[src/rtl/uvma_clknrst_rst_seq_ctrl_pkg.sv]
// Shared types and constants for the clknrst reset sequencer.
// State encoding, counter sizing helper and minimum phase length.
package uvma_clknrst_rst_seq_ctrl_pkg;

   typedef enum logic [2:0] {
      IDLE,
      HOLD,
      SETTLE,
      RELEASE,
      DONE
   } state_e;

   localparam int unsigned MIN_CNT = 1;

   function automatic int unsigned cnt_width(
      input int unsigned hold_w,
      input int unsigned gap_w,
      input int unsigned settle
   );
      int unsigned w;
      int unsigned sw;
      w  = (hold_w > gap_w) ? hold_w : gap_w;
      sw = unsigned'($clog2(settle + 1));
      if (sw > w) w = sw;
      return w;
   endfunction

endpackage

[src/rtl/uvma_clknrst_rst_seq_cnt.sv]
// Loadable down-counter shared by the hold, settle and gap phases.
// Load wins over decrement; the count saturates at zero.
module uvma_clknrst_rst_seq_cnt #(
   parameter int unsigned W = 16
) (
   input  logic         clk,
   input  logic         reset,
   input  logic         load,
   input  logic [W-1:0] load_val,
   input  logic         dec,
   output logic         zero
);

   logic [W-1:0] cnt;

   // phase counter: reload on phase entry, count down otherwise
   always_ff @(posedge clk) begin
      if (reset) begin
         cnt <= '0;
      end else if (load) begin
         cnt <= load_val;
      end else if (dec && (cnt != '0)) begin
         cnt <= cnt - W'(1);
      end
   end

   assign zero = (cnt == '0);

endmodule

[src/rtl/uvma_clknrst_rst_seq_ctrl.sv]
// Reset / clock-enable sequencer for several downstream reset domains.
// Gate clocks for a hold time, settle, then release domains in order.
module uvma_clknrst_rst_seq_ctrl
   import uvma_clknrst_rst_seq_ctrl_pkg::*;
#(
   parameter int unsigned NUM_DOMAINS   = 3,
   parameter int unsigned HOLD_W        = 16,
   parameter int unsigned GAP_W         = 8,
   parameter int unsigned SETTLE_CYCLES = 2
) (
   input  logic                   clk,
   input  logic                   reset,
   input  logic                   start_i,
   input  logic [HOLD_W-1:0]      hold_cycles_i,
   input  logic [GAP_W-1:0]       gap_cycles_i,
   output logic                   busy_o,
   output logic                   done_o,
   output logic                   start_err_o,
   output logic [NUM_DOMAINS-1:0] domain_rst_o,
   output logic [NUM_DOMAINS-1:0] domain_clk_en_o
);

   localparam int unsigned CW =
      cnt_width(HOLD_W, GAP_W, SETTLE_CYCLES);
   localparam int unsigned IW =
      (NUM_DOMAINS > 1) ? $clog2(NUM_DOMAINS) : 1;
   localparam logic [IW-1:0] LAST_IDX = IW'(NUM_DOMAINS - 1);
   localparam logic [CW-1:0] SETTLE_M1 = CW'(SETTLE_CYCLES - 1);

   state_e           state;
   logic [GAP_W-1:0] gap_q;
   logic [IW-1:0]    idx;
   logic [IW-1:0]    idx_nxt;
   logic             cnt_load;
   logic             cnt_dec;
   logic             cnt_zero;
   logic [CW-1:0]    cnt_val;
   logic [CW-1:0]    hold_m1;
   logic [CW-1:0]    gap_m1;

   // zero counts behave as one cycle
   assign hold_m1 = (hold_cycles_i == '0) ? '0 :
                    CW'(hold_cycles_i) - CW'(MIN_CNT);
   assign gap_m1  = (gap_q == '0) ? '0 :
                    CW'(gap_q) - CW'(MIN_CNT);
   assign idx_nxt = idx + IW'(1);

   uvma_clknrst_rst_seq_cnt #(
      .W (CW)
   ) u_cnt (
      .clk      (clk),
      .reset    (reset),
      .load     (cnt_load),
      .load_val (cnt_val),
      .dec      (cnt_dec),
      .zero     (cnt_zero)
   );

   // counter reload at each phase entry, decrement within a phase
   always_comb begin
      cnt_load = 1'b0;
      cnt_dec  = 1'b0;
      cnt_val  = hold_m1;
      unique case (state)
         IDLE: begin
            cnt_load = start_i;
         end
         HOLD: begin
            if (cnt_zero) begin
               cnt_load = 1'b1;
               cnt_val  = SETTLE_M1;
            end else begin
               cnt_dec = 1'b1;
            end
         end
         SETTLE: begin
            if (cnt_zero) begin
               cnt_load = 1'b1;
               cnt_val  = gap_m1;
            end else begin
               cnt_dec = 1'b1;
            end
         end
         RELEASE: begin
            if (idx != LAST_IDX) begin
               if (cnt_zero) begin
                  cnt_load = 1'b1;
                  cnt_val  = gap_m1;
               end else begin
                  cnt_dec = 1'b1;
               end
            end
         end
         default: begin
         end
      endcase
   end

   // sequencer FSM with registered outputs
   always_ff @(posedge clk) begin
      if (reset) begin
         state           <= IDLE;
         busy_o          <= 1'b0;
         done_o          <= 1'b0;
         start_err_o     <= 1'b0;
         domain_rst_o    <= '1;
         domain_clk_en_o <= '1;
         idx             <= '0;
         gap_q           <= '0;
      end else begin
         done_o      <= 1'b0;
         start_err_o <= start_i && (state != IDLE);
         unique case (state)
            IDLE: begin
               if (start_i) begin
                  state           <= HOLD;
                  busy_o          <= 1'b1;
                  domain_rst_o    <= '1;
                  domain_clk_en_o <= '0;
                  gap_q           <= gap_cycles_i;
                  idx             <= '0;
               end
            end
            HOLD: begin
               if (cnt_zero) begin
                  state           <= SETTLE;
                  domain_clk_en_o <= '1;
               end
            end
            SETTLE: begin
               if (cnt_zero) begin
                  state           <= RELEASE;
                  domain_rst_o[0] <= 1'b0;
                  idx             <= '0;
               end
            end
            RELEASE: begin
               if (idx == LAST_IDX) begin
                  state  <= DONE;
                  busy_o <= 1'b0;
                  done_o <= 1'b1;
               end else if (cnt_zero) begin
                  domain_rst_o[idx_nxt] <= 1'b0;
                  idx                   <= idx_nxt;
               end
            end
            DONE: begin
               state <= IDLE;
            end
            default: begin
               state <= IDLE;
            end
         endcase
      end
   end

endmodule

[config.mk]
export PLATFORM = sky130hd
export DESIGN_NAME = uvma_clknrst_rst_seq_ctrl
export DESIGN_NICKNAME = d
export VERILOG_FILES = /design/src/rtl/uvma_clknrst_rst_seq_ctrl_pkg.sv /design/src/rtl/uvma_clknrst_rst_seq_cnt.sv /design/src/rtl/uvma_clknrst_rst_seq_ctrl.sv
export SDC_FILE = /design/constraint.sdc
export NUM_CORES = 1
export LEC_CHECK = 0
export ABC_AREA = 1
export CORE_MARGIN = 2
export CORE_UTILIZATION = 56
export DETAILED_ROUTE_END_ITERATION = 16
export PLACE_DENSITY = 0.77
export SYNTH_ARGS = -nofsm -noshare
export SYNTH_HDL_FRONTEND = slang
export SYNTH_SLANG_ARGS = --single-unit
export TNS_END_PERCENT = 20
[constraint.sdc]
create_clock -name clk -period 2.05 [get_ports clk]
set_input_delay 0.3075 -clock clk [delete_from_list [all_inputs] [get_ports clk]]
set_output_delay 0.3075 -clock clk [all_outputs]
set_load 0.02 [all_outputs]
## Yosys cells after proc, flatten, opt, wreduce, memory -nomap -nowiden

Cells that the tools add are included.

- Register bits: 38
- Input bits: 27
- Output and inout bits: 9
- Word-level logic and storage cells: 90

- Add/sub/neg operators: 4
- $lt $le $gt $ge: 2
- Eq/ne operators: 11
- Multiplexer cells: 39
- Bitwise operators: 3
- Reductions and logical operators: 21

Operators by type and width:

| cell | number |
|---|---|
| $mux W16 | 7 |
| $pmux W16 S3 | 1 |
| $logic_not A16 Y1 | 2 |
| $sub A16 B1 Y16 const B | 2 |
| $mux W3 | 9 |
| $reduce_bool A16 Y1 | 1 |
| $ne A2 B2 Y1 const B | 7 |
| $pmux W3 S4 | 1 |
| $mux W1 | 9 |
| $sub A8 B1 Y9 const B | 1 |
| $logic_not A8 Y1 | 1 |
| $mux W2 | 4 |
| $reduce_and A4 Y1 | 2 |
| $eq A3 B2 Y1 const B | 2 |
| $pmux W1 S3 | 2 |
| $pmux W2 S3 | 1 |
| $pmux W3 S2 | 1 |
| $reduce_and A3 Y1 | 2 |
| $reduce_bool A2 Y1 | 3 |
| $reduce_bool A3 Y1 | 2 |
| $reduce_and A5 Y1 | 1 |
| $pmux W1 S2 | 2 |
| $pmux W2 S2 | 1 |
| $reduce_or A2 Y1 | 2 |
| other kinds (12) | 14 |

## Longest topological paths before layout

- Depth after elaboration: 10
- Depth in mapped cells: 15
- Gate-level depth less buffers: 15

## By module

From an unflattened synthesis, not the netlist that was laid out.

- Cell total of the unflattened synthesis: 465
- Area, all modules: 2763.9 um^2

By module, submodules not included:

| module | times used | cells each | area each (um^2) |
|---|---|---|---|
| uvma_clknrst_rst_seq_ctrl | 1 | 253 | 1569.0 |
| uvma_clknrst_rst_seq_cnt | 1 | 212 | 1194.9 |

## Least setup slack after synthesis

OpenSTA, ideal clock, no wires.

- Path type: reg2reg
- Start point: reg u_cnt.cnt[0]
- End point: reg u_cnt.cnt[5]
- Arrival time: 1608 ps
- Required time: 1922 ps
- Setup slack: 313 ps
- Cell stages (with the launch flop): 15
- Period minus slack after synthesis: 1737 ps
- Cell sequence: dfxtp_1 > inv_1 > ha_1 > inv_1 > nor2_1 > nand2_1 > nor2_1 > nand2_2 > nand2_1 > nand3_4 > buf_6 > nor2_1 > nand2_1 > nand2_1 > a21oi_1

- Cells in the longest elaborated chain, start to end: 6

Ends and longest elaborated chain:

| element | RTL line | RTL |
|---|---|---|
| from (decl) | uvma_clknrst_rst_seq_cnt.sv:14 | `logic [W-1:0] cnt;` |
| from (signal assigned) | uvma_clknrst_rst_seq_cnt.sv:21 | `cnt <= load_val;` |
| from (signal assigned) | uvma_clknrst_rst_seq_cnt.sv:23 | `cnt <= cnt - W'(1);` |
| branches (longest 6 deep; another with $sub A16 B1 Y16) | - |  |

Parallel ways; which one is timed is not known. The select of a mux whose other input is x is not followed.
A chain may end at the register's enable or synchronous reset.

## Final worst setup path

- Start point: reg u_cnt.cnt[1]
- End point: reg u_cnt.cnt[2]

The elaborated chain is that of the path after synthesis.

==> results.py <==
metrics = {
    "finish": {
        "antenna_cells": 0,
        "layout.nets": 576,
        "final_cells": 609,
        "design_area_sq_mm": 0.003496,
        "drive_gt1_share_pct": 9.410,
        "syn_to_final_growth_pct": 23.63,
    },
    "critical_path": {
        "max_stage_delay_ns": 0.33,
        "arrival_ns": 2.08,
        "path_class": "reg -> reg",
        "crit_path_end_kind": "register",
        "crit_chain": "inv_1 -> ha_1 -> inv_1 -> nor2_1 -> nand2_1 -> nor2_2 -> nand2_2 -> nand2_2 -> nand3_4 -> nor2_1 -> nand2_1 -> nand2_1 -> a21oi_1",
        "cp-start-kind": "register",
        "crit_top_cell": "nand2_1",
        "crit_path_top_delay_cell": "dfxtp_1",
        "cp.required_ns": 2.24,
        "path_max_fanout": 12,
    },
    "logic_synthesis": {
        "synth_most_common_cell": "nand2_1",
        "yosysTopAreaCell": "dfxtp_1",
        "syn_avg_cell_area_sq_um": 5.830,
        "yosys_register_bits": 36,
        "synth_compound_area_share_pct": 12.74,
        "ys_warn_count": 0,
        "synth_edf_count": 0,
        "synthTopCellsByCount": "nand2_1 (121), nor2_1 (79), inv_1 (67), nand3_1 (53), dfxtp_1 (36)",
        "yosys.area_share.simple_pct": 43.45,
        "synth_cell_types": 33,
        "yosysTopAreaCellShare_pct": 25.49,
        "synth_seq_area_share_pct": 25.49,
        "synth_top_family_by_area": "simple AND/OR/NAND/NOR gates",
        "synth_mux_area_share_pct": 0,
        "synth-adder-area-share_pct": 3.540,
        "yosys-top-cells-area": "dfxtp_1 (25%), nand2_1 (16%), nor2_1 (10%), nand3_1 (9.4%), inv_1 (8.9%)",
        "synth_ff_type": "dfxtp_1",
        "synth_area_sq_mm": 0.002828,
        "ys_async_sr_fraction_pct": 0,
        "synthXorXnorAreaFrac_pct": 3.097,
        "syn-num-nets": 520,
        "netlist_instances": 485,
    },
    "worst_hold_path": {
        "min_path_type": "reg -> reg",
    },
    "timing": {
        "hold_violations": 0,
        "fin_crit_ns": 1.898,
        "fmax_ghz": 0.5268,
        "rsz0062_at_grt": "no",
        "fin_crit_sh_pct": 92.60,
        "fin_skew_ns": 0.01216,
        "setup_viol": 0,
        "worst_pin_slew_ns": 0.6256,
        "relSlewSlack_pct": 58.25,
        "fin_tns_setup_ns": 0,
        "slew_violations": 0,
    },
    "die": {
        "rows": 25,
        "fp.dieW_um": 75.06,
        "start_util_pct": 59.08,
        "die_area_sq_mm": 0.005634,
        "die_h_um": 75.06,
        "core-area_sq_mm": 0.004786,
        "num_io_pins": 36,
    },
    "place": {
        "gp_congestion": 0.9403,
        "placed_area_sq_mm": 0.003378,
        "dpl.hpwl_mm": 5.664,
        "placed_cells": 600,
        "io_buffer_count": 35,
    },
    "drt": {
        "wire_per_inst_um": 12.04,
        "initialDrtViolationCount": 187,
        "drtPass1Iterations": 5,
        "ant_nets": 0,
        "routed_via_density": 5.159,
        "route.detailed.drc": 0,
        "via_count": 3142,
        "wirelength_mm": 7.334,
    },
    "cts": {
        "numCtsBuffers": 5,
        "cts_resized": 0,
        "cts_buffer_depth": 2,
        "root_buffer": "clkbuf_8",
        "clk_latency_ns": 0.29,
        "tritoncts": "done",
        "cts_sinks": 36,
        "htree_levels": 2,
        "path_clk_slew_ns": 0.07,
        "ctsHoldBuffers": 0,
        "cts_setup_buffers": 0,
    },
    "global_routing": {
        "grt_pass1_wl_mm": 11.77,
        "grt_overflow": 0,
        "grt_pass1_vias": 2829,
        "grt_use_total_pct": 26.89,
        "antenna_found_initial": 0,
        "grt_max_degree": 24,
    },
    "pwr": {
        "p_leak_uw": 0.001713,
        "total_power_uw": 4542,
        "power_density_mw_per_mm2": 1299,
        "ir_drop_mv": 0.9455,
    },
    "status": {
        "outcome": "finished clean",
    },
    "job": {
        "maxCapViolCount": 0,
    },
}
-- critical path: cells and delay by family (launching register included) --
family	cells	cell delay [ns]
AO/OA/AOI/OAI	1	0.05
adder cells (fa/ha/maj)	1	0.15
flip-flops	1	0.33
AND/OR/NAND/NOR	9	1.11
buffers and inverters	2	0.16
-- flip-flops by register name, summed over array words and instances (netlist names) --
register	flops
idx	2
busy_o	1
gap_q	8
domain_clk_en_o	1
u_cnt.cnt	16
done_o	1
domain_rst_o	3
state	3
start_err_o	1
-- cell usage in the layout (no fill, tap or decap), drive strengths merged --
cell type	instances
buf	25
o21bai	2
nand4	14
o21ai	35
clkbuf	7
clkdlybuf4s50	35
a21oi	25
clkinv	2
inv	68
or2	3
dfxtp	36
a21o	1
ha	8
nor2	82
xor2	6
xnor2	4
nand2	125
nand3	56
a21boi	1
o211ai	1
a211oi	2
o21a	1
nor3	2
nor3b	1
-- per-layer routing --
metal  wire length, um  global-route usage, %  vias up  part of all wire [%]
li1                  -                      -     1664                     -
met3               338                  5.622       10                   4.6
met5                 0                      0        -                     0
met1              3280                  31.06     1374                    45
met4               118                  9.722        0                   1.6
met2              3597                  48.64       94                    49
-- cell families (layout without fill, tap and decap cells) --
logic type / count (synthesis) / count (layout)
compound gates: 68 / 68
xor+xnor: 10 / 10
fa+ha+maj: 8 / 8
buf+inv: 81 / 137
flops: 36 / 36
simple gates: 282 / 283
-- per-stage QoR --
| step | hold WS [ns] | utilization [%] | setup slack (ns) |
|---|---|---|---|
| 2_1_floorplan | 0.4287 | - | 0.3131 |
| 3_3_place_gp | 0.4476 | 70.59 | -0.08522 |
| 3_5_place_dp | 0.4502 | 70.59 | -0.1275 |
| 4_1_cts | 0.4634 | 72.37 | 0.04631 |
| 5_1_grt | 0.4819 | 73.05 | 0.01799 |
| 6_report | 0.4610 | 73.05 | 0.1516 |
-- where the power goes --
part	total, uW	switching (uW)	leakage [uW]	internal, uW
clock network	506	264	0.0000424	243
registers	1140	204	0.000298	936
logic	2890	1810	0.00137	1090
total	4540	2280	0.00171	2270
-- layout make-up --
cell class,instances,area (sq um)
clock buffers,7,76.32
multi-input cells,369,1809
flip-flops and latches,36,720.7
inverters,69,259.0
fillers,446,1290
repair buffers,60,538.0
clock inverters,1,8.758
well taps,67,83.83
-- path summary, 6_finish.rpt --
path	slack, ns	start	to	depth (start not counted)
worst min-delay path	0.46	domain_rst_o[0]	domain_rst_o[0]	2
worst max register to register	0.15	u_cnt.cnt[1]	u_cnt.cnt[2]	13
worst max-delay path	0.15	u_cnt.cnt[1]	u_cnt.cnt[2]	13
worst min register to register	0.46	domain_rst_o[0]	domain_rst_o[0]	2
(Power assumes the default switching activity.)
